`config.mk`:
```
export PLATFORM = sky130hd
export DESIGN_NAME = drum_voice_counter
export DESIGN_NICKNAME = d
export VERILOG_FILES = /design/src/rtl/drum_pkg.sv /design/src/rtl/drum_voice_chan.sv /design/src/rtl/drum_voice_counter.sv
export SDC_FILE = /design/constraint.sdc
export NUM_CORES = 1
export LEC_CHECK = 0
export BUFFER_PORTS_ARGS = -buffer_cell sky130_fd_sc_hd__buf_2
export CAP_MARGIN = 0
export CORE_UTILIZATION = 45
export DETAILED_ROUTE_END_ITERATION = 10
export PLACE_DENSITY = 0.72
export SLEW_MARGIN = 15
export SYNTH_ARGS = -nofsm -noshare
export SYNTH_HDL_FRONTEND = slang
export SYNTH_SLANG_ARGS = --single-unit
```
`constraint.sdc`:
```
create_clock -name clk -period 3 [get_ports clk]
set_clock_uncertainty 0.05 [all_clocks]
set_input_delay 0.3 -clock clk [delete_from_list [all_inputs] [get_ports clk]]
set_output_delay 0.3 -clock clk [all_outputs]
set_load 0.05 [all_outputs]
```
`src/rtl/drum_pkg.sv`:
```
// drum_pkg: shared state encoding, default sizes and voice indices for the drum voice counter
package drum_pkg;

    localparam int DEF_NUM_CH  = 4;
    localparam int DEF_ADDR_W  = 15;

    localparam int VOICE_KICK  = 0;
    localparam int VOICE_SNARE = 1;
    localparam int VOICE_HAT   = 2;
    localparam int VOICE_TOM   = 3;

    typedef enum logic {
        ST_IDLE = 1'b0,
        ST_PLAY = 1'b1
    } state_e;

endpackage

```
`src/rtl/drum_voice_chan.sv`:
```
// drum_voice_chan: one drum voice stepping a sample-ROM address from 0 to len-1
// Optional looping of a sample is enabled by defining DRUM_VOICE_LOOP_EN (adds loop_i).
module drum_voice_chan
    import drum_pkg::*;
#(
    parameter int ADDR_W = DEF_ADDR_W
) (
    input  logic              clk,
    input  logic              reset,
    input  logic              en_i,
    input  logic              go_i,
`ifdef DRUM_VOICE_LOOP_EN
    input  logic              loop_i,
`endif
    input  logic [ADDR_W-1:0] len_i,
    output logic [ADDR_W-1:0] count_o,
    output logic              active_o,
    output logic              done_o
);

    state_e            state_q, state_d;
    logic [ADDR_W-1:0] count_q, count_d;
    logic [ADDR_W-1:0] len_q, len_d;
    logic              done_q, done_d;
    logic              wrap;
    logic              at_last;

`ifdef DRUM_VOICE_LOOP_EN
    assign wrap = loop_i;
`else
    assign wrap = 1'b0;
`endif

    assign at_last = (count_q == len_q - ADDR_W'(1));

    // next state: a trigger beats the sample tick; the last address either ends or wraps the voice
    always_comb begin
        state_d = state_q;
        count_d = count_q;
        len_d   = len_q;
        done_d  = 1'b0;
        if (go_i) begin
            count_d = '0;
            len_d   = len_i;
            state_d = (len_i != '0) ? ST_PLAY : ST_IDLE;
            done_d  = (len_i == '0);
        end else if (state_q == ST_PLAY && en_i) begin
            count_d = (at_last && !wrap) ? count_q : (at_last ? '0 : count_q + ADDR_W'(1));
            state_d = (at_last && !wrap) ? ST_IDLE : ST_PLAY;
            done_d  = at_last;
        end
    end

    // voice registers with synchronous reset
    always_ff @(posedge clk) begin
        if (reset) begin
            state_q <= ST_IDLE;
            count_q <= '0;
            len_q   <= '0;
            done_q  <= 1'b0;
        end else begin
            state_q <= state_d;
            count_q <= count_d;
            len_q   <= len_d;
            done_q  <= done_d;
        end
    end

    assign count_o  = count_q;
    assign active_o = (state_q == ST_PLAY);
    assign done_o   = done_q;

endmodule

```
`src/rtl/drum_voice_counter.sv`:
```
// drum_voice_counter: NUM_CH independent drum voices sharing one sample-rate tick
// Defining DRUM_VOICE_LOOP_EN adds a per-voice loop input that repeats the sample.
module drum_voice_counter
    import drum_pkg::*;
#(
    parameter int NUM_CH = DEF_NUM_CH,
    parameter int ADDR_W = DEF_ADDR_W
) (
    input  logic                     clk,
    input  logic                     reset,
    input  logic                     en,
    input  logic [NUM_CH-1:0]        go,
`ifdef DRUM_VOICE_LOOP_EN
    input  logic [NUM_CH-1:0]        loop,
`endif
    input  logic [NUM_CH*ADDR_W-1:0] len,
    output logic [NUM_CH*ADDR_W-1:0] count,
    output logic [NUM_CH-1:0]        active,
    output logic [NUM_CH-1:0]        done,
    output logic                     any_active
);

    genvar i;
    generate
        for (i = 0; i < NUM_CH; i++) begin : g_ch
            drum_voice_chan #(.ADDR_W(ADDR_W)) u_chan (
                .clk      (clk),
                .reset    (reset),
                .en_i     (en),
                .go_i     (go[i]),
`ifdef DRUM_VOICE_LOOP_EN
                .loop_i   (loop[i]),
`endif
                .len_i    (len[i*ADDR_W +: ADDR_W]),
                .count_o  (count[i*ADDR_W +: ADDR_W]),
                .active_o (active[i]),
                .done_o   (done[i])
            );
        end
    endgenerate

    assign any_active = |active;

endmodule

```
==> flow_metrics.py <==
metrics = {
    "outcome": {
        "status": "finished clean",
    },
    "cts": {
        "clkLatencyLatePin_ps": 420,
        "postCtsHoldBufs": 0,
        "clockBufferDepth": 2,
        "clock_sinks": 128,
        "htreeDepth": 4,
        "root_buffer": "clkbuf_16",
        "cts_buffers": 17,
        "clk_pin_slew_ps": 60,
        "cts_tree": "done",
    },
    "setup_path": {
        "crit_path_end_kind": "register",
        "arrival_ps": 3310,
        "critPathMostFrequentCell": "or4_4",
        "cpLargestDelayFamily": "simple AND/OR/NAND/NOR gates",
        "path_cells": "or4_4 -> or4_4 -> mux2i_1 -> a211oi_2 -> o41ai_4 -> buf_6 -> nor2_4 -> or4b_1 -> nand2_1",
        "slowest_stage": "or4_4",
        "required_ps": 3320,
        "worstSetupPathType": "reg -> reg",
        "start_kind": "register",
        "crit_path_max_fanout": 8,
        "crit_path_max_incr_delay_ps": 570,
        "path_buf_inv": 1,
    },
    "floorplanning": {
        "core_mm2": 0.0166,
        "die_area_mm2": 0.0175,
        "start_util_pct": 46.0,
        "row_count": 47,
        "die_w_um": 132,
        "pin_count": 136,
        "die_h_um": 132,
    },
    "yosys": {
        "syn_inst": 918,
        "avgSynthCellArea_um2": 8.31,
        "synth_ff_type": "dfxtp_1",
        "synth-edff-count": 0,
        "seq_area_frac_synth_pct": 33.6,
        "synth_top_area_share_pct": 33.6,
        "ys_seq_elements": 128,
        "netlist_area_mm2": 0.00763,
        "synth_cell_types": 71,
        "async_flop_share_pct": 0,
        "ys_warn_count": 0,
        "ys_top_cells_by_area": "dfxtp_1 34%, mux2i_1 9.2%, xnor2_1 6.5%",
        "yosys.area.top_type": "dfxtp_1",
        "synth_nets": 993,
    },
    "finish": {
        "drive_gt1_share_pct": 25.2,
        "layout.cells.non_filler": 1305,
        "n_antenna_cell": 0,
        "nets": 1149,
        "post-route-util_pct": 57.4,
        "areaGrowthSynthToFinish_pct": 24.8,
        "design_area_mm2": 0.00953,
    },
    "pwr": {
        "switching_power_mw": 1.21,
        "p_sw_share_pct": 25.9,
        "power_leakage_nw": 3.97,
        "p_per_area_mw_per_mm2": 491,
        "p_comb_share_pct": 15.5,
        "clock_power_share_pct": 45.6,
        "vdd_drop_max_v": 0.000395,
        "power.internal_mw": 3.46,
        "seq_power_share_pct": 38.9,
    },
    "global_routing": {
        "grt_usage_pct": 23.5,
        "antenna_found_initial": 0,
        "grt_max_degree": 53,
        "grt_pass1_wl_mm": 33.5,
        "grt-ovfl-total": 0,
        "grt_pass1_vias": 6904,
    },
    "route": {
        "drcViolationCount": 0,
        "wl_per_cell_um": 15.9,
        "drt-pass1-iter-count": 5,
        "drt_iter0_markers": 397,
        "routed-via-count": 7457,
        "drtAntennaViolNets": 0,
        "routed_wirelength_mm": 20.7,
        "vias_per_cell": 5.71,
    },
    "sta": {
        "finalWorstSetupSlack_ps": 5.94,
        "maxSlewViolCount": 0,
        "fmax_ghz": 0.334,
        "final.min_clock_period_ps": 2990,
        "worst_pin_slew_ps": 591,
        "holdWs_ps": 79.5,
        "hold_viol": 0,
        "setup_viol": 0,
        "max_slew_margin_pct": 60.6,
        "rsz0062_at_grt": "yes",
        "finalCritPeriodShare_pct": 99.8,
    },
    "place": {
        "place_hpwl_mm": 14.9,
        "numPortBuffers": 135,
        "dp_slack_ps": -17.7,
        "gp_congestion": 0.889,
        "placedInstanceArea_mm2": 0.00876,
        "dp.cells": 1270,
    },
    "run": {
        "cap_violations": 0,
    },
    "worst_hold_path": {
        "hold_path_class": "in -> reg",
    },
}
[cell usage after synthesis, types with 9 or more instances]
cell	number
nor4_1	32
nor3b_1	9
or3_1	26
xnor2_1	57
nand2_1	46
xor2_1	29
buf_1	10
nor2b_1	9
a21oi_1	35
nor2_1	105
and3_1	17
o31ai_1	13
o211ai_1	10
inv_1	26
clkbuf_1	32
nand4_1	19
a31oi_1	9
dfxtp_1	128
nor3_1	43
or4_1	21
nand3_1	27
o21ai_0	31
mux2i_1	70
[through the flow]
step / setup TNS, ps / total power, mW
2_1_floorplan: 0 / 2.32
3_3_place_gp: -17.6 / 2.53
3_5_place_dp: -17.7 / 2.54
4_1_cts: 0 / 4.68
5_1_grt: -440 / 4.86
6_report: 0 / 4.68
[kinds of logic (layout without fill, tap and decap cells)]
group                      Yosys count  count (layout)  share of synthesized area [%]
xor gates and xnor gates            86              86                           9.87
DFF                                128             128                           33.6
AOI/OAI and AO/OA                  147             147                           13.5
muxes                               70              70                           9.18
and+or+nand+nor                    397             397                           27.9
adders and majority gates            8               8                           1.31
buffers and inverters               82             249                           4.69
[flip-flops by register name, indices dropped and copies added (netlist names)]
name                  count
g_ch.u_chan.done_o        4
g_ch.u_chan.active_o      4
g_ch.u_chan.len_q        60
g_ch.u_chan.count_o      60
[power groups by stage]
stage	clock network (mW)	registers, mW	logic [mW]
floorplan	0	1.85	0.476
finish	2.13	1.82	0.725
CTS	2.16	1.82	0.700
detailed placement	0	1.85	0.687
global placement	0	1.85	0.675
global route	2.24	1.83	0.795
[layout make-up]
cell class                      count  area, um^2
Clock inverter                      6         105
Fill cell                        1517        7060
Multi-Input combinational cell    708        4840
Sequential cell                   128        2570
Inverter                           26        97.6
Clock buffer                       24         492
Timing Repair Buffer              193        1150
Tap cell                          220         275
[worst paths after layout]
check | from | end | slack (ps) | depth (start not counted)
setup / recovery | g_ch[1].u_chan.len_q[2] | g_ch[1].u_chan.count_o[7] | 6 | 9
hold / removal | len[7] | g_ch[0].u_chan.len_q[7] | 80 | 3
setup reg to reg | g_ch[1].u_chan.len_q[2] | g_ch[1].u_chan.count_o[7] | 6 | 9
hold reg to reg | g_ch[1].u_chan.len_q[14] | g_ch[1].u_chan.len_q[14] | 470 | 2
[what timing repair did]
action	in CTS	in global routing
gates cloned	0	1
resized for setup	3	31
endpoints found under the setup margin	9	51
buffers inserted	1	6
pin swaps	2	12
[cells in the final DEF, fill, tap and decap left out, types with 28 or more instances in the layout]
master     n
o21ai_0   29
nor2_1   103
dfxtp_1  125
xor2_1    29
nor3_1    42
nor4_1    28
a21oi_1   31
mux2i_1   70
nand2_1   46
buf_4     54
xnor2_1   57
buf_2    135
[layer usage]
metal	vias to the layer above	part of all wire, %	GRT usage [%]
met5	-	0	0
met4	0	1.9	8.24
met3	30	4.4	4.50
met2	173	47	39.9
met1	3588	46	29.7
li1	3666	-	-
[worst min-delay path, cell delays in order]
cell	delay, ps
buf_2	80
mux2i_1	60
nor2_1	70
Power figures use the tool's default switching activity.
